<file path="config.mk">
export PLATFORM = sky130hd
export DESIGN_NAME = game_ctrl
export DESIGN_NICKNAME = d
export VERILOG_FILES = /design/src/rtl/game_ctrl.sv
export SDC_FILE = /design/constraint.sdc
export NUM_CORES = 1
export LEC_CHECK = 0
export ABC_AREA = 1
export CAP_MARGIN = 15
export CELL_PAD_IN_SITES_DETAIL_PLACEMENT = 1
export CELL_PAD_IN_SITES_GLOBAL_PLACEMENT = 1
export CORE_MARGIN = 2
export CORE_UTILIZATION = 43
export CTS_CLUSTER_SIZE = 25
export DETAILED_ROUTE_END_ITERATION = 8
export PLACE_DENSITY = 0.81
export SKIP_LAST_GASP = 1
export SYNTH_ARGS = -nofsm -noshare
export SYNTH_HDL_FRONTEND = slang
export SYNTH_SLANG_ARGS = --single-unit
</file>
<file path="constraint.sdc">
create_clock -name clk -period 6.9 [get_ports clk]
set_input_delay 1.725 -clock clk [delete_from_list [all_inputs] [get_ports clk]]
set_output_delay 1.725 -clock clk [all_outputs]
set_load 0.005 [all_outputs]
</file>
<file path="src/rtl/game_ctrl.sv">
// game_ctrl: flappy-bird style game state machine (bird physics, scrolling pipe, score, collision).
// Latency: every output is a register; input effects appear one clk after the sampling edge.
// Flow: no handshake; positions advance only on frame_tick, flap edges are latched until the next tick.
// Ports: clk/rst_n (sync active-low), frame_tick (vblank pulse), flap (synchronised button),
//        bird_color/pipe_color (renderer hit flags) -> state, bird_y, pipe_x, gap_y, score, game_over.
module game_ctrl #(
  parameter int SCREEN_W    = 640,
  parameter int FLOOR_Y     = 440,
  parameter int BIRD_Y0     = 240,
  parameter int PIPE_SPEED  = 2,
  parameter int GRAVITY     = 1,
  parameter int FLAP_V      = -8,
  parameter int VMAX        = 8,
  parameter int OVER_FRAMES = 60
) (
  input  logic       clk,
  input  logic       rst_n,
  input  logic       frame_tick,
  input  logic       flap,
  input  logic       bird_color,
  input  logic       pipe_color,
  output logic [1:0] state,
  output logic [9:0] bird_y,
  output logic [9:0] pipe_x,
  output logic [9:0] gap_y,
  output logic [7:0] score,
  output logic       game_over
);

  typedef enum logic [1:0] {
    S_IDLE = 2'b00,
    S_PLAY = 2'b01,
    S_OVER = 2'b10
  } state_t;

  localparam int FCW = $clog2(OVER_FRAMES + 1);

  localparam logic signed [10:0] FLAP_V11  = 11'(FLAP_V);
  localparam logic signed [10:0] GRAVITY11 = 11'(GRAVITY);
  localparam logic signed [10:0] VMAX11    = 11'(VMAX);
  localparam logic signed [10:0] FLOOR11   = 11'(FLOOR_Y);
  localparam logic [9:0]         BIRD_Y0_10  = 10'(BIRD_Y0);
  localparam logic [9:0]         SCREEN_W10  = 10'(SCREEN_W);
  localparam logic [9:0]         PIPE_SPD10  = 10'(PIPE_SPEED);
  localparam logic [FCW-1:0]     OVER_CNT    = FCW'(OVER_FRAMES);

  state_t             state_q, state_d;
  logic               flap_q;
  logic               flap_pending;
  logic               hit;
  logic signed [7:0]  vel;
  logic [FCW-1:0]     fcnt;
  logic [7:0]         lfsr;

  logic               flap_edge;
  logic               pend_eff;
  logic signed [10:0] vel_ext;
  logic signed [10:0] vel_grav;
  logic signed [10:0] vel_next;
  logic signed [10:0] y_next;
  logic               die;
  logic               wrap;
  logic               lfsr_fb;

  // FSM strobes
  logic               start;
  logic               to_over;
  logic               to_idle;
  logic               move;

  assign flap_edge = flap & ~flap_q;
  // A flap edge landing on the tick cycle itself must still count for that tick.
  assign pend_eff  = flap_pending | flap_edge;
  assign vel_ext   = $signed({{3{vel[7]}}, vel});
  assign vel_grav  = vel_ext + GRAVITY11;
  assign vel_next  = pend_eff ? FLAP_V11 : ((vel_grav > VMAX11) ? VMAX11 : vel_grav);
  assign y_next    = $signed({1'b0, bird_y}) + vel_next;
  assign die       = hit | (y_next >= FLOOR11);
  assign wrap      = (pipe_x < PIPE_SPD10);
  assign lfsr_fb   = lfsr[7] ^ lfsr[5] ^ lfsr[4] ^ lfsr[3];

  assign state = state_q;

  always_ff @(posedge clk) begin
    if (!rst_n) state_q <= S_IDLE;
    else        state_q <= state_d;
  end

  always_comb begin
    state_d = state_q;
    start   = 1'b0;
    to_over = 1'b0;
    to_idle = 1'b0;
    move    = 1'b0;
    case (state_q)
      S_IDLE: begin
        if (flap_edge) begin
          state_d = S_PLAY;
          start   = 1'b1;
        end
      end
      S_PLAY: begin
        if (frame_tick) begin
          if (die) begin
            state_d = S_OVER;
            to_over = 1'b1;
          end else begin
            move = 1'b1;
          end
        end
      end
      S_OVER: begin
        if (flap_edge && (fcnt == OVER_CNT)) begin
          state_d = S_IDLE;
          to_idle = 1'b1;
        end
      end
      default: state_d = S_IDLE;
    endcase
  end

  always_ff @(posedge clk) begin
    if (!rst_n) begin
      flap_q       <= 1'b0;
      flap_pending <= 1'b0;
      hit          <= 1'b0;
      vel          <= 8'sd0;
      fcnt         <= '0;
      lfsr         <= 8'hA5;
      bird_y       <= BIRD_Y0_10;
      pipe_x       <= SCREEN_W10;
      gap_y        <= 10'd160;
      score        <= 8'd0;
      game_over    <= 1'b0;
    end else begin
      // Maximal-length taps from a nonzero seed: the register can never lock at zero.
      lfsr      <= {lfsr[6:0], lfsr_fb};
      flap_q    <= flap;
      game_over <= (state_d == S_OVER);

      if (start || frame_tick) flap_pending <= 1'b0;
      else if (flap_edge)      flap_pending <= 1'b1;

      if (start)
        hit <= 1'b0;
      else if ((state_q == S_PLAY) && bird_color && pipe_color)
        hit <= 1'b1;

      if (start) score <= 8'd0;

      if (to_idle) begin
        bird_y <= BIRD_Y0_10;
        vel    <= 8'sd0;
        pipe_x <= SCREEN_W10;
      end

      // On the dying tick nothing moves: positions stay at their pre-tick values.
      if (move) begin
        if (y_next[10]) begin
          bird_y <= 10'd0;
          vel    <= 8'sd0;
        end else begin
          bird_y <= y_next[9:0];
          vel    <= vel_next[7:0];
        end
        if (wrap) begin
          pipe_x <= SCREEN_W10;
          gap_y  <= 10'd64 + {2'b00, lfsr};
          if (score != 8'hFF) score <= score + 8'd1;
        end else begin
          pipe_x <= pipe_x - PIPE_SPD10;
        end
      end

      // The tick that ends the game does not count towards the OVER hold-off.
      if (to_over)
        fcnt <= '0;
      else if ((state_q == S_OVER) && frame_tick && (fcnt != OVER_CNT))
        fcnt <= fcnt + 1'b1;
    end
  end

endmodule

</file>
==> metrics <==
Final Max Tran Viols 0; Avg Inst Size Synth 6.52 µm²; worst path bufs/invs 2; dpl ws 1.46 ns; drt total wl 11,200 µm; setup repair after global routing missed its margin false; GR Overflow Total 0; post-DP HPWL 8420 µm; post-synth cell types 39; DR WL/cell 14.1 µm; Inserted Diodes 0; Post-Synthesis Cell Area 4080 µm²; max_slew headroom 0.333; commonest cells after routing, fill and taps aside 188 x nand2_1, 87 x inv_1, 71 x nor2_1; Initial Utilization 0.441; Startpoint Class primary input; vias in the first global route 4,120; clk buf depth 2; cell mode on critical path nand2_1; cell count after synthesis 626; Critical Path RT 7.18 ns; CTS clk-pin slew, worst paths 0.07 ns; drt drc 0; Core Rows 35; CTS resizes 0; Worst Skew 0.00947 ns; most common cell after layout, fill and taps aside nand2_1; antenna violations before repair 0; Fin Setup TNS 0 ns; Final Critical Period 5.09 ns; vias 4,022; maxcap violations 0; Core Area 9240 µm²; # H-tree levels 3; yosys warns 0; postcts setup bufs 0; # setup viols final 0; Nets 690; Crit path max-delay family simple AND/OR/NAND/NOR gates; Pre-Repair DR Iteration Count 4; crit path launch flap; clock latency on the worst-skew pair 0.35 ns; total power 900 µW; largest net degree at the start of global routing 38; critical path's slowest cell nand4_4; Hold Crit Start lfsr[2]; critical path fanouts, max 37; Worst path max stage delay 0.46 ns; Tot GR Track Use 0.231; RD Place Congestion 0.845; post-synthesis sequential area ratio 0.314; post-layout util 0.509; DR vias/cell 5.04; outcome complete, no violations; Num CTS Buffers 9; crit path DAT 5.37 ns; Post-DRT Antenna Nets 0; clock sink count 64; Die ar. 10,300 µm²; Hold Vio Cnt, Final 0; PwrDens 191 nW/µm²; area grow syn2layout 15.4%; number of DRC markers in iteration 0 72; Synth Register Bits 64; # hold bufs at CTS 0; Critical R2R Launch vel[0]; layout cells sized above 1 0.0613; worst setup margin 1.81 ns; Leakage 2.20 nW; Peak VDD IR 98.0 µV; CTS tree yes; CP Class in -> reg; Critical Path Sink Type flip-flop; Root Driver clkbuf_8; Die Y 101 µm; Buffers on Ports 44; Achievable Freq 196 MHz; period utilization 0.738; worst-margin pin slew 0.999 ns; first-pass GRT wire length 18,700 µm; die outline width 101 µm; # IOs 47; hold slack 0.438 ns; CP Cell Sequence clkdlybuf4s50_1 > inv_1 > nor2_1 > nor2_2 > nand2_1 > nor2_1 > ha_1 > fa_1 > nand2_1 > nand2_1 > nand3_1 > nand2_1 > nand2_1 > nand3b_4 > nand2_4 > nand2_4 > nand4_4 > nor2_1 > nand2_1 > nand3_1; path type of the worst min-delay path reg -> reg
==> logic make-up after synthesis <==
kind of cell / synth area share
AO/OA/AOI/OAI: 0.0795
XOR/XNOR: 0.0365
adder cells (fa/ha/maj): 0.0571
buffers and inverters: 0.120
flip-flops: 0.314
other: 0.000919
AND/OR/NAND/NOR: 0.392
==> metrics by stage <==
step,std cells,cell area (µm²)
floorplan,627,4080
global placement,784,4550
detailed placement,784,4550
CTS,798,4710
global route,798,4710
finish,798,4710
==> final timing paths <==
kind	endpoint	slack (ns)	depth (start not counted)
setup reg to reg	bird_y[6]	2.70	23
setup / recovery	bird_y[6]	1.81	20
hold reg to reg	lfsr[3]	0.44	2
hold / removal	lfsr[3]	0.44	2
==> cells in the mapped netlist (all sizes together) <==
cell / count / area, µm²
fa: 1 / 20.0
or2: 4 / 27.5
o21bai: 1 / 7.51
nor3b: 1 / 7.51
a21boi: 1 / 7.51
nand3: 67 / 365
xor2: 11 / 96.3
o21ai: 17 / 85.1
nand4: 5 / 61.3
dfxtp: 64 / 1280
and2: 1 / 6.26
nor3: 7 / 51.3
xnor2: 6 / 52.6
nor2: 74 / 290
inv: 90 / 338
conb: 1 / 3.75
nand2: 194 / 753
a22oi: 1 / 7.51
buf: 11 / 116
a21oi: 41 / 209
clkbuf: 7 / 36.3
ha: 17 / 213
a21o: 1 / 7.51
nand3b: 3 / 35.0
==> worst min-delay path, cell delays in order (launching register included) <==
cell and delay [ns]:
dfxtp_1 0.32, nand2_1 0.05, inv_1 0.03
==> layer usage <==
layer | share of wire | track usage
met5 | 0 | 0
met4 | 0.013 | 0.0686
met3 | 0.023 | 0.0421
met2 | 0.51 | 0.419
met1 | 0.45 | 0.276
==> cell type report <==
class | count | area, µm²
Multi-Input combinational cell | 455 | 2310
Timing Repair Buffer | 46 | 455
Inverter | 90 | 338
Clock inverter | 4 | 22.5
Clock buffer | 10 | 138
Tap cell | 129 | 161
Fill cell | 1267 | 4530
Sequential cell | 64 | 1280
==> registers in the layout (all words and copies together), names as in the netlist <==
register,cells
flap_q,1
pipe_x,9
score,8
hit,1
vel,8
flap_pending,1
gap_y,9
fcnt,6
lfsr,8
game_over,1
state,2
bird_y,10
==> power breakdown <==
part           leakage [nW]  internal, mW  total [mW]  switching [mW]
sequential            0.520         0.383       0.398          0.0149
clock                0.0838         0.134       0.284           0.150
combinational          1.60        0.0791       0.218           0.138
total                  2.20         0.597       0.900           0.303
(Power assumes the default switching activity.)
